[src/rtl/regfile_2r1w.sv]
// regfile_2r1w: integer register file, two combinational read ports and one
// write-back port. After reset a clearing sequence zeroes x1..x(NREGS-1)
// while init_busy holds the pipeline off.
// Build option: define REGFILE_WRITE_THROUGH_EN to forward the write-back
// data onto a read port that addresses the register being written.
//
// state | meaning
// ------+------------------------------------------------------------------
// CLEAR | zeroing one register per cycle, writes dropped, reads return 0
// READY | normal operation, writes committed and counted
module regfile_2r1w #(
    parameter int DATA_W = 32,
    parameter int ADDR_W = 5,
    parameter int NREGS  = 32
) (
    input  logic              clk,
    input  logic              rst,
    input  logic              we,
    input  logic [ADDR_W-1:0] waddr,
    input  logic [DATA_W-1:0] wdata,
    input  logic              re1,
    input  logic [ADDR_W-1:0] raddr1,
    output logic [DATA_W-1:0] rdata1,
    input  logic              re2,
    input  logic [ADDR_W-1:0] raddr2,
    output logic [DATA_W-1:0] rdata2,
    output logic              init_busy,
    output logic [15:0]       wr_count
);

    typedef enum logic {
        CLEAR = 1'b0,
        READY = 1'b1
    } state_t;

    localparam logic [ADDR_W-1:0] LAST_IDX = ADDR_W'(NREGS - 1);

    state_t            state_q, state_d;
    logic [ADDR_W-1:0] clr_idx_q, clr_idx_d;
    logic [DATA_W-1:0] regs [NREGS];
    logic              wr_commit;

    // x0 is never a real write target, so it neither stores nor counts
    assign wr_commit = (state_q == READY) && we && (waddr != '0);
    assign init_busy = (state_q == CLEAR);

    // State register and clear pointer; reset restarts clearing at x1
    always_ff @(posedge clk) begin
        if (rst) begin
            state_q   <= CLEAR;
            clr_idx_q <= ADDR_W'(1);
        end else begin
            state_q   <= state_d;
            clr_idx_q <= clr_idx_d;
        end
    end

    // Next-state: walk the clear pointer up to the last register, then go READY
    always_comb begin
        state_d   = state_q;
        clr_idx_d = clr_idx_q;
        case (state_q)
            CLEAR: begin
                clr_idx_d = clr_idx_q + ADDR_W'(1);
                if (clr_idx_q == LAST_IDX) begin
                    state_d = READY;
                end
            end
            READY: begin
                state_d = READY;
            end
            default: begin
                state_d = CLEAR;
            end
        endcase
    end

    // Storage: clearing owns the array in CLEAR, write-back owns it in READY
    always_ff @(posedge clk) begin
        if (!rst) begin
            if (state_q == CLEAR) begin
                regs[clr_idx_q] <= '0;
            end else if (wr_commit) begin
                regs[waddr] <= wdata;
            end
        end
    end

    // Committed-write counter, sticks at all-ones rather than wrapping
    always_ff @(posedge clk) begin
        if (rst) begin
            wr_count <= '0;
        end else if (wr_commit && (wr_count != 16'hFFFF)) begin
            wr_count <= wr_count + 16'd1;
        end
    end

    // Read port 1: forced zero during reset/clear, disabled or x0 reads
    always_comb begin
        rdata1 = '0;
        if (rst || (state_q == CLEAR)) begin
            rdata1 = '0;
        end else if (!re1) begin
            rdata1 = '0;
        end else if (raddr1 == '0) begin
            rdata1 = '0;
`ifdef REGFILE_WRITE_THROUGH_EN
        end else if (we && (waddr == raddr1)) begin
            rdata1 = wdata;
`endif
        end else begin
            rdata1 = regs[raddr1];
        end
    end

    // Read port 2: same priority as port 1, fully independent
    always_comb begin
        rdata2 = '0;
        if (rst || (state_q == CLEAR)) begin
            rdata2 = '0;
        end else if (!re2) begin
            rdata2 = '0;
        end else if (raddr2 == '0) begin
            rdata2 = '0;
`ifdef REGFILE_WRITE_THROUGH_EN
        end else if (we && (waddr == raddr2)) begin
            rdata2 = wdata;
`endif
        end else begin
            rdata2 = regs[raddr2];
        end
    end

endmodule

[config.mk]
export PLATFORM = sky130hd
export DESIGN_NAME = regfile_2r1w
export DESIGN_NICKNAME = d
export VERILOG_FILES = /design/src/rtl/regfile_2r1w.sv
export SDC_FILE = /design/constraint.sdc
export NUM_CORES = 1
export LEC_CHECK = 0
export BUFFER_PORTS_ARGS = -buffer_cell sky130_fd_sc_hd__buf_2
export CORE_MARGIN = 10
export CORE_UTILIZATION = 41
export CTS_CLUSTER_DIAMETER = 30
export CTS_CLUSTER_SIZE = 30
export DETAILED_ROUTE_END_ITERATION = 12
export REMOVE_ABC_BUFFERS = 1
export SETUP_SLACK_MARGIN = 0.3
export SYNTH_ARGS = -nofsm -noshare
export SYNTH_HDL_FRONTEND = slang
export SYNTH_SLANG_ARGS = --single-unit
[constraint.sdc]
create_clock -name clk -period 4.33 [get_ports clk]
set_clock_uncertainty 0.2 [all_clocks]
set_input_delay 0.866 -clock clk [delete_from_list [all_inputs] [get_ports clk]]
set_output_delay 0.866 -clock clk [all_outputs]
set_load 0.05 [all_outputs]
## Word-level counts from Yosys, hierarchy flattened

Memories as Yosys holds them, arrays and structs flattened.
Cells that the tools add are included.
Widths: inputs -> output; s select.

| operators by class | value |
|---|---|
| $add $sub $neg | 2 |
| equal/unequal tests | 2 |
| mux-type cells | 18 |
| bitwise gates (word level) | 1 |
| reduce and logical (&&, ||, !) cells | 8 |

Operators by type and width:

| kind | number |
|---|---|
| $mux 32 | 7 |
| $reduce_or 32->1 | 1 |
| $add 16x1->16 const B | 1 |
| $ne 16x16->1 const B | 1 |
| $logic_not 5->1 | 2 |
| $mux 1 | 9 |
| $add 5x1->5 const B | 1 |
| $eq 5x5->1 const B | 1 |
| $mux 5 | 1 |
| $reduce_bool 5->1 | 1 |
| $logic_and 1x1->1 | 3 |
| $pmux 1 s2 | 1 |
| $logic_or 1x1->1 | 1 |
| $not 1->1 | 1 |

| storage, ports and cells | value |
|---|---|
| flip-flop bits (word level) | 22 |
| memory bits (writable) | 1024 |
| input port bits | 52 |
| output and inout port bits | 81 |
| logic and storage cells | 35 |
| memories kept | 1 |

Memories:

| name | depth | bits a word | read ports | clocked after memory_dff | write ports | line | source |
|---|---|---|---|---|---|---|---|
| regs | 32 | 32 | 2 | 0 | 1 | 40 | `logic [DATA_W-1:0] regs [NREGS];` |

## Logic depth before layout (Yosys ltp)

Gate-level depths: netlist (run 1).

| logic depth | value |
|---|---|
| word-level depth | 8 |
| gate-level depth with buffers | 8 |
| gate-level depth less buffers | 5 |

## Least setup slack after synthesis (run 1)

Ideal clock, no wire load.

| timing path | value |
|---|---|
| kind | input -> register |
| from | input waddr[4] |
| to | memory regs[20][0], enable pin |
| setup time | 0.421 ns |
| arrival | 3.127 ns |
| required time | 3.709 ns |
| setup slack | 0.582 ns |
| stages | 5 |
| buffers on the path | 1 |
| path through | nor3_1 > a21o_1 > clkbuf_1 > a41oi_1 > nor2_1 |

| between the ends | value |
|---|---|
| word-level cells in the longest chain between the ends | 8 |
| elaborated cells between the ends (all ways) | 9 |
| classes of those cells | 6 x mux; 3 x reduce/logical |

RTL lines:

| what | line | source |
|---|---|---|
| start, declared | 19 | `input logic [ADDR_W-1:0] waddr,` |
| $reduce_bool 5->1 | 44 | `assign wr_commit = (state_q == READY) && we && (waddr != '0);` |
| $logic_and 1x1->1 | 44 |  |
| $mux 1 | 83 | `end else if (wr_commit) begin` |
| $mux 1 | 81 | `if (state_q == CLEAR) begin` |
| $mux 1 | 80 | `if (!rst) begin` |
| $mux 1 (not written as such) | 84 | `regs[waddr] <= wdata;` |
| $reduce_or 32->1 (no line) | -- |  |
| $mux 5 (no line) / $mux 1 (equally long branches) | -- |  |
| end, declared | 40 |  |

Parallel ways exist; a longest one is shown, timed or not.

## Worst setup path after layout (run 1)

| timing path | value |
|---|---|
| from | input raddr1[0] |
| to | output rdata1[30] |

| between the ends | value |
|---|---|
| word-level cells in the longest chain between the ends | 4 |
| elaborated cells between the ends (all ways) | 5 |
| classes of those cells | 3 x mux; 1 x reduce/logical; 1 x memory |

RTL lines:

| what | line | source |
|---|---|---|
| start, declared | 22 | `input logic [ADDR_W-1:0] raddr1,` |
| $mem_v2 32x32 / $logic_not 5->1 (equally long branches) | -- |  |
| $mux 32 (*) | 105 | `end else if (raddr1 == '0) begin` |
| $mux 32 (*) | 103 | `end else if (!re1) begin` |
| $mux 32 (*) | 101 | `if (rst \|\| (state_q == CLEAR)) begin` |
| end, declared | 23 | `output logic [DATA_W-1:0] rdata1,` |

Mark *: on every way between the ends. The rest lies on a longest branch, timed or not.

==> results of run 1 <==
==> logic make-up (layout without fill, tap and decap cells) <==
group,Yosys count,count (layout),synth area share
AO/OA/AOI/OAI,232,232,0.0350
flip-flops,1045,1045,0.636
other,0,7,0
AND/OR/NAND/NOR,440,442,0.0462
buffers and inverters,220,801,0.0222
XOR/XNOR,2,2,0.000357
multiplexers,776,776,0.260
adder cells (fa/ha/maj),3,3,0.000766
==> cell usage in the layout, fill, tap and decap left out, types with 23 or more instances in the layout <==
cell type   Yosys  layout
clkinv_2        0      31
clkbuf_1       91      26
buf_2          91      93
nand4_1        66      66
buf_12          0      98
clkinvlp_4      0      23
nand2_1       131     131
mux2_2        133     133
buf_4          10     163
mux2i_1       259     259
a22oi_1       187     187
mux4_2        384     384
clkinv_1        0      32
nor2_4          0      34
clkbuf_16       0     237
edfxtp_1     1023    1023
inv_6           0      24
and2_1         35      33
nand3_1        73      73
bufinv_16       0      35
==> stage by stage <==
stage	setup WS, ns	utilization
4_1_cts	0.291	0.524
6_report	0.340	0.525
3_5_place_dp	0.222	0.456
5_1_grt	0.295	0.525
2_1_floorplan	-0.269	-
3_3_place_gp	0.222	0.456
==> routing by layer <==
metal	GRT usage	up-vias	share of wire
met1	0.301	16100	0.39
met5	0	-	0.00047
met3	0.0602	369	0.10
met2	0.361	1819	0.47
met4	0.0886	10	0.036
li1	-	12400	-
==> path summary, 6_finish.rpt <==
| path | start | slack (ns) | endpoint |
|---|---|---|---|
| max | raddr1[0] | 0.34 | rdata1[30] |
| min | rst | 0.28 | clr_idx_q[3] |
| max reg2reg | state_q | 0.89 | regs[10][6] |
| min reg2reg | wr_count[13] | 0.31 | wr_count[13] |
==> registers in the layout, summed over array words and instances (netlist names) <==
signal / cells
clr_idx_q: 5
state_q: 1
wr_count: 16
regs: 1023
==> cells in the mapped netlist (2+ instances only) <==
cell type,instances,area [sq um]
and2_0,2,12.5
and2_1,35,219
nor4b_1,3,26.3
a41oi_1,2,17.5
mux2i_1,259,2590
edfxtp_1,1023,30700
nand4b_1,3,26.3
nor3_1,8,40.0
mux2_2,133,1500
or4_1,10,75.1
nand4bb_1,2,22.5
inv_1,7,26.3
a21o_1,2,15.0
ha_1,3,37.5
nand2b_1,8,50.1
o22ai_1,2,12.5
a31oi_1,4,25.0
nand3_1,73,365
a22oi_1,187,1400
buf_4,10,75.1
and4b_1,2,20.0
nor3b_1,4,30.0
o41ai_1,2,17.5
a211oi_1,5,37.5
nand3b_1,3,22.5
and4_1,3,26.3
buf_6,15,169
and3_1,5,31.3
dfxtp_1,22,440
nor2b_1,16,100
a21oi_1,14,70.1
nor2_1,54,203
nor4_1,4,25.0
clkbuf_1,91,342
xnor2_1,2,17.5
buf_2,91,455
nand4_1,66,413
o31ai_1,6,45.0
nand2_1,131,492
or2_2,3,18.8
buf_1,6,22.5
mux4_2,384,8650
==> report_power, final <==
part	leakage, uW	switching [uW]	internal (uW)
logic	0.00734	712	610
clock network	0.00385	5800	12000
registers	0.00812	52.1	11100
total	0.0193	6570	23700
==> timing repair <==
action / CTS / global route
setup buffers: 0 / 3
pin swaps: 1 / 2
resized for setup: 5 / 3
gates cloned: 1 / 3
setup endpoints to repair: 43 / 6
==> final cells by class <==
class,instances,area [sq um],area share
Inverter,7,26.3,0.000423
Sequential cell,1045,31200,0.502
Clock inverter,172,2010,0.0323
Antenna cell,7,17.5,0.000282
Timing Repair Buffer,360,3780,0.0608
Multi-Input combinational cell,1455,17100,0.276
Clock buffer,262,5990,0.0964
Tap cell,1600,2000,0.0322
==> flow_metrics.env, run 1 <==
export IMPL_outcome="finished clean"
export IMPL_holdWs_ns=0.276
export IMPL_syn_cell_area_sq_um=49000
export IMPL_crit_type="input pin to output pin"
export IMPL_ys_seq_area_frac=0.636
export IMPL_drc=0
export IMPL_pwr_density_cell_nw_per_um2=487
export IMPL_die_area_sq_um=134000
export IMPL_cpPeakStageDelay_ns=0.56
export IMPL_critical_path_max_fanout=33
export IMPL_min_delay_path_depth=2
export IMPL_ctsHoldBuffers=0
export IMPL_wire_per_inst_um=32.2
export IMPL_dr_pass1_iters=6
export IMPL_setup_viol=0
export IMPL_cp_num_buf_inv=3
export IMPL_grt_pass1_wl_um=224000
export IMPL_placed_cell_area_sq_um=54000
export IMPL_critPathSlowestCell="mux4_2"
export IMPL_min_period_ns=3.99
export IMPL_fin_area_sq_um=62100
export IMPL_r2r_cells=6
export IMPL_worstSetupPathDepth=7
export IMPL_fp_row_count=126
export IMPL_ant_nets=0
export IMPL_track_usage=0.228
export IMPL_arrival_ns=2.92
export IMPL_fmaxAchievable_ghz=0.251
export IMPL_yosysUniqueCellTypes=55
export IMPL_clockBufferDepth=3
export IMPL_syn2layout_area_growth_pct=26.7
export IMPL_report_final_slew_viol_count=0
export IMPL_ir_worst_vdd_uv=321
export IMPL_portBuffers=132
export IMPL_rsz0062_at_grt="false"
export IMPL_vias_per_cell=6.25
export IMPL_power_total_uw=30300
export IMPL_clkTransAtPathRegs_ns=0.04
export IMPL_antenna_found_initial=15
export IMPL_drv_cap=0
export IMPL_cp_end_kind="output pin"
export IMPL_tns_ns=0
export IMPL_grt_max_degree=50
export IMPL_numCtsBuffers=230
export IMPL_gp_congestion=0.836
export IMPL_tightest_slew_ns=1.09
export IMPL_hpwlAfterDp_um=92000
export IMPL_synth_main_ff_cell="edfxtp_1"
export IMPL_placed_cells=4460
export IMPL_cts_htree_levels=4
export IMPL_min_path_type="input pin to flop"
export IMPL_overflow=0
export IMPL_leakagePower_uw=0.0193
export IMPL_fp_dieW_um=366
export IMPL_fin_cells=4908
export IMPL_fin_nets=3154
export IMPL_netlist_instances=2718
export IMPL_coreArea_sq_um=118000
export IMPL_relSlewSlack=0.272
export IMPL_die_h_um=366
export IMPL_critPathLaunchType="input pin"
export IMPL_yosys_register_bits=1045
export IMPL_async_flop_share=0
export IMPL_synth_edff_count=1023
export IMPL_fillers=9260
export IMPL_crit_chain="buf_4 -> buf_12 -> mux4_2 -> mux2i_1 -> o22ai_1 -> a211o_1 -> buf_2"
export IMPL_worstPathRequired_ns=3.26
export IMPL_synth_area_per_cell_sq_um=18.0
export IMPL_finalCritPeriodShare=0.921
export IMPL_cts_root_buf="clkbuf_16"
export IMPL_clock_sinks=1045
export IMPL_routed_via_count=30700
export IMPL_critPathTopFamily="multiplexers"
export IMPL_clk_insertion_delay_late_ns=0.80
export IMPL_drtIter0Drc=3797
export IMPL_ioPinCount=133
export IMPL_cts_tree="yes"
export IMPL_yosysWarnings=0
export IMPL_final_hold_viol_count=0
export IMPL_grt_pass1_vias=32000
export IMPL_drt_wl_total_um=158000
export IMPL_drive_above_1_share=0.399
export IMPL_start_util=0.414
(Power assumes the default switching activity.)
==> run 2, diff against run 1 <==
==> constraint.sdc (replaced) <==
create_clock -name clk -period 4.3 [get_ports clk]
set_clock_uncertainty 0.2 [all_clocks]
set_input_delay 0.86 -clock clk [delete_from_list [all_inputs] [get_ports clk]]
set_output_delay 0.86 -clock clk [all_outputs]
set_load 0.05 [all_outputs]
==> run 2 against run 1 <==
Compared with the run above:
- first-iteration DRC count shrank 11%
- sequential share of layout area grew 0.69 points
- critical path depth is the same
- routed wire length shrank 2.2%
- count of clock-buffer cells in the layout shrank 35
- combinational power is essentially flat
- clock power shrank 9%
- power shrank 5.1%
- final area shrank 1.3%
- worst hold slack gained 0.0058 ns
- non-clock buffer count grew 3
- critical endpoint is now rdata1[29]
- largest power group unchanged
- highest routed layer unchanged
==> flow_metrics.env, run 2 (synthesized netlist as in run 1, its figures left out) <==
export IMPL_clockPowerShare=0.563
export IMPL_pwr_density_cell_nw_per_um2=469
export IMPL_largestRegisters="regs: 1023 flops, wr_count: 16 flops, clr_idx_q: 5 flops"
export IMPL_crit_type="input pin to output pin"
export IMPL_fp_dieW_um=366
export IMPL_drv_cap=0
export IMPL_grt_max_degree=57
export IMPL_portBuffers=132
export IMPL_min_path_type="input pin to flop"
export IMPL_setup_viol=0
export IMPL_cpPeakStageDelay_ns=0.85
export IMPL_fp_row_count=126
export IMPL_leakagePower_uw=0.0189
export IMPL_wire_per_inst_um=31.8
export IMPL_critPathLaunchType="input pin"
export IMPL_ioPinCount=133
export IMPL_crit_top_cell="buf_12"
export IMPL_overflow=0
export IMPL_outcome="finished clean"
export IMPL_final_cell_mix="edfxtp_1 (1023), mux4_2 (384), mux2i_1 (259), clkbuf_16 (211), a22oi_1 (187)"
export IMPL_largest_reg_flops=1023
export IMPL_power_frac_comb=0.046
export IMPL_crit_chain="buf_12 -> nor2b_4 -> a22oi_1 -> nand3_1 -> nand4_1 -> buf_4 -> buf_12"
export IMPL_clock_sinks=1045
export IMPL_p_seq_frac=0.391
export IMPL_holdWs_ns=0.282
export IMPL_worstPathRequired_ns=3.24
export IMPL_numCtsBuffers=209
export IMPL_cts_root_buf="clkbuf_16"
export IMPL_final_common_cell="edfxtp_1"
export IMPL_drc=0
export IMPL_relSlewSlack=0.248
export IMPL_min_period_ns=3.96
export IMPL_regMostFlops="regs"
export IMPL_dpl_worst_slack_ns=0.0696
export IMPL_grt_pass1_wl_um=220000
export IMPL_finalCritPeriodShare=0.922
export IMPL_arrival_ns=2.90
export IMPL_syn2layout_area_growth_pct=25.0
export IMPL_die_area_sq_um=134000
export IMPL_p_switching_uw=6430
export IMPL_cp_end_kind="output pin"
export IMPL_ir_worst_vdd_uv=382
export IMPL_fmaxAchievable_ghz=0.252
export IMPL_final_hold_viol_count=0
export IMPL_drive_above_1_share=0.395
export IMPL_report_final_slew_viol_count=0
export IMPL_critical_path_max_fanout=26
export IMPL_critPathSlowestCell="nor2b_4"
export IMPL_clk_insertion_delay_late_ns=0.78
export IMPL_clockBufferDepth=3
export IMPL_netSwitchingFraction=0.224
export IMPL_internal_power_uw=22300
export IMPL_fin_cells=4868
export IMPL_dr_pass1_iters=7
export IMPL_tns_ns=0
export IMPL_rsz0062_at_grt="true"
export IMPL_cts_tree="yes"
export IMPL_fin_ws_ns=0.337
export IMPL_critPathTopFamily="simple AND/OR/NAND/NOR gates"
export IMPL_cts_htree_levels=4
export IMPL_coreArea_sq_um=118000
export IMPL_tightest_slew_ns=1.12
export IMPL_fin_nets=3134
export IMPL_clkTransAtPathRegs_ns=0.05
export IMPL_drt_wl_total_um=155000
export IMPL_gp_congestion=0.836
export IMPL_hpwlAfterDp_um=92000
export IMPL_placed_cells=4464
export IMPL_track_usage=0.225
export IMPL_start_util=0.414
export IMPL_antenna_found_initial=11
export IMPL_cp_num_buf_inv=3
export IMPL_vias_per_cell=6.19
export IMPL_utilization=0.518
export IMPL_ctsHoldBuffers=0
export IMPL_die_h_um=366
export IMPL_routed_via_count=30100
export IMPL_grt_pass1_vias=31500
export IMPL_ant_nets=0
export IMPL_drtIter0Drc=3371
[run 2: cell count changes in the layout (fill, tap and decap cells not counted), sizes merged]
cell	before	now
clkinv	85	81
diode	7	6
inv	36	37
clkbuf	265	231
clkinvlp	23	31
buf	357	359
nor2b	18	16
bufinv	35	25
[run 2: path summary, 6_finish.rpt]
path | from | end | slack (ns) | depth (start not counted)
worst max-delay path | raddr1[1] | rdata1[29] | 0.34 | 7
worst min-delay path | rst | clr_idx_q[1] | 0.28 | 2
worst max register to register | state_q | regs[22][2] | 0.90 | 7
worst min register to register | wr_count[13] | wr_count[13] | 0.30 | 2
[run 2: through the flow]
stage	power [uW]	area, sq um
6_report	28700	61300
5_1_grt	29500	61300
4_1_cts	28900	61200
3_5_place_dp	12700	54000
3_3_place_gp	12700	54000
2_1_floorplan	12000	48000
[run 2: what timing repair did]
item	4_1_cts	5_1_grt
cloned	0	2
pin swaps	0	2
resized for setup	9	8
endpoints found under the setup margin	59	32
setup buffers	1	1
[run 2: area by class of cell]
class	count	area, sq um
repair buffers	363	3780
flip-flops and latches	1045	31200
clock inverters	167	1880
well taps	1600	2000
diodes	6	15.0
clock buffers	227	5300
multi-input cells	1453	17100
inverters	7	26.3
fillers	9356	57100
[run 2: layer usage]
layer	global-route usage	vias up	part of all wire
li1	-	12300	-
met1	0.303	15900	0.40
met5	0	-	0.00031
met4	0.0824	6	0.034
met2	0.358	1673	0.47
met3	0.0467	324	0.096
[run 2: worst reg2reg max path, delay by kind of cell (launching register included)]
family	cells	cell delay (ns)
simple gates	3	1.30
compound gates	1	0.31
buf+inv	3	0.82
flops	1	0.42
[run 2: power groups by stage]
| stage | logic (uW) | clock network [uW] | registers (uW) |
|---|---|---|---|
| after floorplan | 592 | 0 | 11400 |
| after global placement | 1290 | 0 | 11400 |
| after detailed placement | 1310 | 0 | 11400 |
| after CTS | 1320 | 16300 | 11200 |
| after global routing | 1390 | 16900 | 11200 |
| final | 1330 | 16200 | 11200 |
